## src/rtl/seq_cmp_pkg.sv

```systemverilog
// Shared types and constants for the bit-serial magnitude-compare driver.
package seq_cmp_pkg;

  typedef enum logic [2:0] {
    IDLE  = 3'd0,
    CLEAR = 3'd1,
    SHIFT = 3'd2,
    FINAL = 3'd3,
    DONE  = 3'd4
  } state_t;

  // One-hot {L,E,G} answers from the comparator.
  localparam logic [2:0] LEG_LESS = 3'b100;
  localparam logic [2:0] LEG_EQ   = 3'b010;
  localparam logic [2:0] LEG_GT   = 3'b001;
  localparam logic [2:0] LEG_NONE = 3'b000;

endpackage

```

## src/rtl/seq_compare_driver_piso2_shift.sv

```systemverilog
// Two-lane parallel-load, MSB-first shift register. Zeros shift in from the
// LSB end. Exposes the current MSB and the bit that becomes MSB after the
// next shift, so the caller can register the serial output one cycle ahead.
module piso2_shift #(
  parameter int WIDTH = 8
) (
  input  logic             clk,
  input  logic             rst,
  input  logic             load,
  input  logic             shift,
  input  logic [WIDTH-1:0] a_load,
  input  logic [WIDTH-1:0] b_load,
  output logic             a_msb,
  output logic             b_msb,
  output logic             a_nmsb,
  output logic             b_nmsb
);

  logic [WIDTH-1:0] a_sr;
  logic [WIDTH-1:0] b_sr;

  // Load has priority over shift; both lanes move together.
  always_ff @(posedge clk or posedge rst) begin
    if (rst) begin
      a_sr <= '0;
      b_sr <= '0;
    end else if (load) begin
      a_sr <= a_load;
      b_sr <= b_load;
    end else if (shift) begin
      a_sr <= a_sr << 1;
      b_sr <= b_sr << 1;
    end
  end

  assign a_msb = a_sr[WIDTH-1];
  assign b_msb = b_sr[WIDTH-1];

  if (WIDTH > 1) begin : g_next
    assign a_nmsb = a_sr[WIDTH-2];
    assign b_nmsb = b_sr[WIDTH-2];
  end else begin : g_next1
    assign a_nmsb = 1'b0;
    assign b_nmsb = 1'b0;
  end

endmodule

```

## src/rtl/seq_compare_driver.sv

```systemverilog
// Initiator for the bit-serial magnitude comparator: clears it, streams both
// operands MSB-first, strobes op on the closing cycle and captures {L,E,G}.
// The comparator's reset must be wired as rst | cmp_rst at the level above.
// Optional macro SEQ_CMP_ONEHOT_CHECK_EN enables the one-hot check on err.
module seq_compare_driver
  import seq_cmp_pkg::*;
#(
  parameter int WIDTH = 8
) (
  input  logic             clk,
  input  logic             rst,
  input  logic             start,
  input  logic [WIDTH-1:0] a_in,
  input  logic [WIDTH-1:0] b_in,
  output logic             busy,
  output logic             done,
  output logic [2:0]       result,
  output logic             err,
  output logic             cmp_rst,
  output logic             a_bit,
  output logic             b_bit,
  output logic             op,
  input  logic [2:0]       cmp_out
);

  localparam int CW = $clog2(WIDTH + 1);

  state_t          state;
  state_t          state_next;
  logic            accept;
  logic [CW-1:0]   cnt;
  logic            a_msb, b_msb, a_nmsb, b_nmsb;

  piso2_shift #(.WIDTH(WIDTH)) u_sr (
    .clk    (clk),
    .rst    (rst),
    .load   (accept),
    .shift  (state == SHIFT),
    .a_load (a_in),
    .b_load (b_in),
    .a_msb  (a_msb),
    .b_msb  (b_msb),
    .a_nmsb (a_nmsb),
    .b_nmsb (b_nmsb)
  );

  // State register.
  always_ff @(posedge clk or posedge rst) begin
    if (rst) state <= IDLE;
    else     state <= state_next;
  end

  // Next-state decode; start is only honoured in IDLE and DONE.
  always_comb begin
    state_next = state;
    accept     = 1'b0;
    case (state)
      IDLE: if (start) begin
        accept     = 1'b1;
        state_next = CLEAR;
      end
      CLEAR: state_next = SHIFT;
      SHIFT: if (cnt == '0) state_next = FINAL;
      FINAL: state_next = DONE;
      DONE: begin
        if (start) begin
          accept     = 1'b1;
          state_next = CLEAR;
        end else begin
          state_next = IDLE;
        end
      end
      default: state_next = IDLE;
    endcase
  end

  assign busy = (state == CLEAR) || (state == SHIFT) || (state == FINAL);

  // Registered outputs are decoded from the next state so they line up with
  // the state they belong to; the serial bits are taken one shift early.
  always_ff @(posedge clk or posedge rst) begin
    if (rst) begin
      cmp_rst <= 1'b0;
      op      <= 1'b0;
      done    <= 1'b0;
      a_bit   <= 1'b0;
      b_bit   <= 1'b0;
      result  <= LEG_NONE;
      cnt     <= '0;
    end else begin
      cmp_rst <= (state_next == CLEAR);
      op      <= (state_next == FINAL);
      done    <= (state_next == DONE);
      if (state_next == SHIFT) begin
        a_bit <= (state == CLEAR) ? a_msb : a_nmsb;
        b_bit <= (state == CLEAR) ? b_msb : b_nmsb;
      end else begin
        a_bit <= 1'b0;
        b_bit <= 1'b0;
      end
      if (accept)              result <= LEG_NONE;
      else if (state == FINAL) result <= cmp_out;
      if (accept)                           cnt <= CW'(WIDTH - 1);
      else if (state == SHIFT && cnt != '0) cnt <= cnt - CW'(1);
    end
  end

`ifdef SEQ_CMP_ONEHOT_CHECK_EN
  // Flag a comparator answer that is not exactly one-hot.
  always_ff @(posedge clk or posedge rst) begin
    if (rst)                 err <= 1'b0;
    else if (accept)         err <= 1'b0;
    else if (state == FINAL) err <= !((cmp_out == LEG_LESS) ||
                                      (cmp_out == LEG_EQ)   ||
                                      (cmp_out == LEG_GT));
  end
`else
  assign err = 1'b0;
`endif

endmodule

```

## config.mk

```make
export PLATFORM = sky130hd
export DESIGN_NAME = seq_compare_driver
export DESIGN_NICKNAME = d
export VERILOG_FILES = /design/src/rtl/seq_cmp_pkg.sv /design/src/rtl/seq_compare_driver_piso2_shift.sv /design/src/rtl/seq_compare_driver.sv
export SDC_FILE = /design/constraint.sdc
export NUM_CORES = 1
export LEC_CHECK = 0
export CAP_MARGIN = 5
export CORE_MARGIN = 2
export CORE_UTILIZATION = 50
export DETAILED_ROUTE_END_ITERATION = 8
export PLACE_DENSITY = 0.8
export SETUP_SLACK_MARGIN = 0.2
export SYNTH_ARGS = -nofsm -noshare
export SYNTH_HDL_FRONTEND = slang
export SYNTH_SLANG_ARGS = --single-unit
```

## constraint.sdc

```tcl
create_clock -name clk -period 3 [get_ports clk]
set_input_delay 0.3 -clock clk [delete_from_list [all_inputs] [get_ports clk]]
set_output_delay 0.3 -clock clk [all_outputs]
set_load 0.05 [all_outputs]
```

Yosys cells after proc, flatten, opt, wreduce, memory -nomap -nowiden. Cells that the tools add are included.

Logic and storage cells: 47. Flip-flop bits (word level): 31.

Add/subtract/negate cells: 1. Eq/ne operators: 8. Muxes and demuxes: 18. Reduce and logical (&&, ||, !) cells: 10.

Operator list (number): 2-to-1 mux 8 bit (4); case mux 3 bit (5 select lines) (1); equality test 3 x 2 -> 1 bit (second input constant) (4); 2-to-1 mux 3 bit (4); 2-to-1 mux 4 bit (2); 2-to-1 mux 1 bit (7); equality test 3 x 1 -> 1 bit (second input constant) (2); equality test 3 bit (second input constant) (2); nonzero test 2 bit (3); zero test 4 bit (1); nonzero test 4 bit (1); subtractor 4 x 1 -> 4 bit (second input constant) (1); zero test 3 bit (1); logical OR 1 bit (2); OR reduction 2 bit (1); logical AND 1 bit (1).

Depth between registers and ports, before layout.
Word-level depth: 5. Depth in mapped cells: 6.

By module. From an unflattened synthesis, not the netlist that was laid out.

Cell total of the unflattened synthesis: 135. Area total of the unflattened synthesis: 1435.1 sq um.

By module, submodules not included: piso2_shift (area each 742.0 sq um, sequential area each 400.4 sq um, instances 1, cells each 70); seq_compare_driver (area each 693.2 sq um, sequential area each 375.4 sq um, instances 1, cells each 65).

Least setup slack after synthesis. Ideal clock, no wire load.

Path type: reg-to-reg. Start: reg cnt[0]. End: reg cnt[0]. Data required time: 2.868 ns. Slack: 1.471 ns. Library setup time: 0.132 ns. Buffers on the path: 1. Stages on the path, launching flop included: 7. Period minus slack after synthesis: 1.529 ns. Arrival: 1.397 ns. Cells stage by stage: dfrtp_1 > inv_1 > ha_1 > or3b_1 > clkbuf_1 > a211oi_1 > a31oi_1.

Cells in the longest elaborated chain, start to end: 3. Elaborated cells on any way between the ends: 6.

Ends and longest elaborated chain: start: declaration (line seq_compare_driver.sv:31) `logic [CW-1:0] cnt;`; start signal: assignment (line seq_compare_driver.sv:103) `if (accept) cnt <= CW'(WIDTH - 1);`; start signal: assignment (line seq_compare_driver.sv:104) `else if (state == SHIFT && cnt != '0) cnt <= cnt - CW'(1);`; subtractor 4 x 1 -> 4 bit or nonzero test 4 bit (tied branches) (line seq_compare_driver.sv:104); 2-to-1 mux 4 bit or logical AND 1 bit (tied branches) (line seq_compare_driver.sv:104); 2-to-1 mux 4 bit or nonzero test 2 bit (tied branches).

Several ways; a longest one is shown, not always the timed one. The select of a mux whose other input is x is not followed. A chain may end at the register's enable or synchronous reset.

Final worst setup path.
Start: reg state[1]. End: out busy.

Cells in the longest elaborated chain, start to end: 3. Elaborated cells on any way between the ends: 5.

Ends and longest elaborated chain: start: declaration (line seq_compare_driver.sv:28) `state_t state;`; start signal: assignment (line seq_compare_driver.sv:50) `else state <= state_next;`; equality test 3 x 1 -> 1 bit or equality test 3 x 2 -> 1 bit (tied branches) (line seq_compare_driver.sv:77) `assign busy = (state == CLEAR) || (state == SHIFT) || (state == FINAL);`; logical OR 1 bit (line seq_compare_driver.sv:77); logical OR 1 bit * (line seq_compare_driver.sv:77); end: declaration (line seq_compare_driver.sv:15) `output logic busy,`.

Every way passes the cells marked *; elsewhere a longest branch is shown, timed or not.

==> results.sh <==
export IMPL_outcome="complete, no violations"
export IMPL_chipHeight_um=56.2
export IMPL_ant_nets=0
export IMPL_yosys_cell_count_top_type="dfrtp_1"
export IMPL_numPortBuffers=30
export IMPL_yosys_area_top_type="dfrtp_1"
export IMPL_antenna_found_initial=0
export IMPL_placed_cell_area_sq_um=1650
export IMPL_grt_max_degree=32
export IMPL_placedCellCount=175
export IMPL_layout_min_cycle_time_ps=2040
export IMPL_rsz0062_at_grt="false"
export IMPL_postCtsHoldBufs=0
export IMPL_arrival_ps=1740
export IMPL_cap_violations=0
export IMPL_fin_area_sq_um=1740
export IMPL_root_buffer="clkbuf_4"
export IMPL_synth_nets=145
export IMPL_totalWireLength_um=2640
export IMPL_drt_iter0_drc=11
export IMPL_utilization=0.689
export IMPL_fp_dieW_um=56.2
export IMPL_drive_gt1_frac=0.105
export IMPL_slew_violations=0
export IMPL_ys_flop_type="dfrtp_1"
export IMPL_grtUsageTotal=0.185
export IMPL_top_usage_layer="met2"
export IMPL_post_cts_resized=0
export IMPL_cts_buffers=5
export IMPL_path_max_fanout=8
export IMPL_grt_pass1_wl_um=4520
export IMPL_crit_chain="nor2_1 -> nor2_1 -> clkdlybuf4s50_1"
export IMPL_fin_nets=175
export IMPL_routabilityCongestion=0.739
export IMPL_start_util=0.541
export IMPL_area_growth_syn_to_layout_pct=27.5
export IMPL_ys_types=35
export IMPL_clk_latency_ps=320
export IMPL_ys_warn_count=0
export IMPL_ioPinCount=32
export IMPL_irDropWorstVdd_uv=799
export IMPL_synth_top_area_frac=0.569
export IMPL_tns_ps=0
export IMPL_worst_pin_slew_ps=784
export IMPL_clock_sinks=31
export IMPL_synth_common_cells="dfrtp_1 (31), nor2_1 (11), a22o_1 (10), nand2_1 (10), a21oi_1 (8)"
export IMPL_syn_inst=122
export IMPL_clk_path_buf_depth=2
export IMPL_met3_usage=0.0558
export IMPL_skew_ps=9.97
export IMPL_postSynthRegisterBits=31
export IMPL_overflow=0
export IMPL_core_sq_um=2520
export IMPL_firstDrtPassIters=4
export IMPL_synth_area_leaders="dfrtp_1 (57%), a22o_1 (6.4%), nor2_1 (3.0%)"
export IMPL_fmax_mhz=491
export IMPL_wl_per_cell_um=14.4
export IMPL_num_rows=18
export IMPL_fin_crit_sh=0.679
export IMPL_gr_usage_met1=0.223
export IMPL_slowest_delay_ps=800
export IMPL_power_density_nw_per_um2=1060
export IMPL_crit_top_cell="nor2_1"
export IMPL_min_path_type="primary input to async pin"
export IMPL_start_kind="register"
export IMPL_met2_usage=0.313
export IMPL_setup_violations=0
export IMPL_relSlewSlack=0.475
export IMPL_diodes=0
export IMPL_htree_levels=2
export IMPL_routed_via_count=1004
export IMPL_hold_viol=0
export IMPL_post_cts_buffers=0
export IMPL_synth_edf_count=0
export IMPL_criticalPathCategory="register to primary output"
export IMPL_cp_slowest_cell="clkdlybuf4s50_1"
export IMPL_yosysSeqAreaShare=0.569
export IMPL_synth_avg_cell_area_sq_um=11.2
export IMPL_ys_async_sr_fraction=1.00
export IMPL_required_ps=2700
export IMPL_end_kind="primary output"
export IMPL_path_clk_slew_ps=100
export IMPL_cts_tree="built"
export IMPL_grt_pass1_vias=1000
export IMPL_final_cells=183
export IMPL_leakage_nw=0.816
export IMPL_syn_cell_area_sq_um=1360
export IMPL_drc=0
export IMPL_dp_hpwl_um=1840
export IMPL_via_per_inst=5.49
export IMPL_die_area_sq_um=3160
[state kept, by name, summed over array words and instances (netlist names)]
| name | flops |
|---|---|
| a_bit | 1 |
| b_bit | 1 |
| cmp_rst | 1 |
| cnt | 4 |
| done | 1 |
| op | 1 |
| result | 3 |
| state | 3 |
| u_sr.a_sr | 8 |
| u_sr.b_sr | 8 |
[layout by cell type (no fill, tap or decap), types with 2 or more instances in the layout]
cell | Yosys | routed
buf_4 | 2 | 2
a211oi_1 | 2 | 2
a21o_1 | 5 | 5
dfrtp_1 | 31 | 31
clkbuf_4 | 0 | 5
clkdlybuf4s50_1 | 0 | 30
a22o_1 | 10 | 10
a32oi_1 | 2 | 2
and3b_1 | 2 | 2
a21oi_1 | 8 | 8
nand2_1 | 10 | 10
nor2_1 | 11 | 11
or3b_1 | 2 | 2
a31oi_1 | 2 | 2
a22oi_1 | 4 | 4
inv_1 | 3 | 3
nor2b_1 | 2 | 2
nand3_1 | 4 | 4
[path summary, 6_finish.rpt]
kind | start | endpoint | slack, ps | cells past startpoint
setup / recovery | state[1] | busy | 960 | 3
hold / removal | rst | done | 340 | 3
setup reg to reg | state[2] | u_sr.b_sr[2] | 1200 | 3
hold reg to reg | u_sr.b_sr[5] | u_sr.b_sr[5] | 490 | 1
max in group asynchronous | rst | cnt[1] | 2370 | 3
min in group clk | u_sr.b_sr[5] | u_sr.b_sr[5] | 490 | 1
[metal layers]
layer	part of all wire	routed length, um
met1	0.46	1220
met2	0.48	1260
met3	0.045	118
met4	0.015	39
met5	0	0
[critical path: cells and delay by family (launching register included)]
kind,cells,cell delay (ps)
DFF,1,460
and+or+nand+nor,2,150
buffers and inverters,1,800
[where the power goes]
part	total [mW]	switching (mW)	internal, mW	leakage, nW
registers	0.717	0.122	0.595	0.385
logic	0.780	0.457	0.323	0.383
clock network	0.341	0.144	0.197	0.0482
total	1.84	0.723	1.11	0.816
[area by class of cell]
cell class	count	area [sq um]
flip-flops and latches	31	776
repair buffers	32	315
well taps	30	37.5
clock buffers	6	51.3
inverters	4	17.5
multi-input cells	78	507
fillers	189	783
clock inverters	2	35.0
[cell families after synthesis]
family / synth area share
muxes: 0.00734
AOI/OAI and AO/OA: 0.198
buffers and inverters: 0.0596
adders and majority gates: 0.00917
and+or+nand+nor: 0.154
DFF: 0.569
other: 0.00275
[stage by stage]
step	power, mW	worst slack (ps)	hold WS (ps)
after floorplan	1.31	1470	404
after global placement	1.48	1050	460
after detailed placement	1.51	1030	468
after CTS	1.85	951	346
after global routing	1.96	863	362
final	1.84	964	336
(Power assumes the default switching activity.)
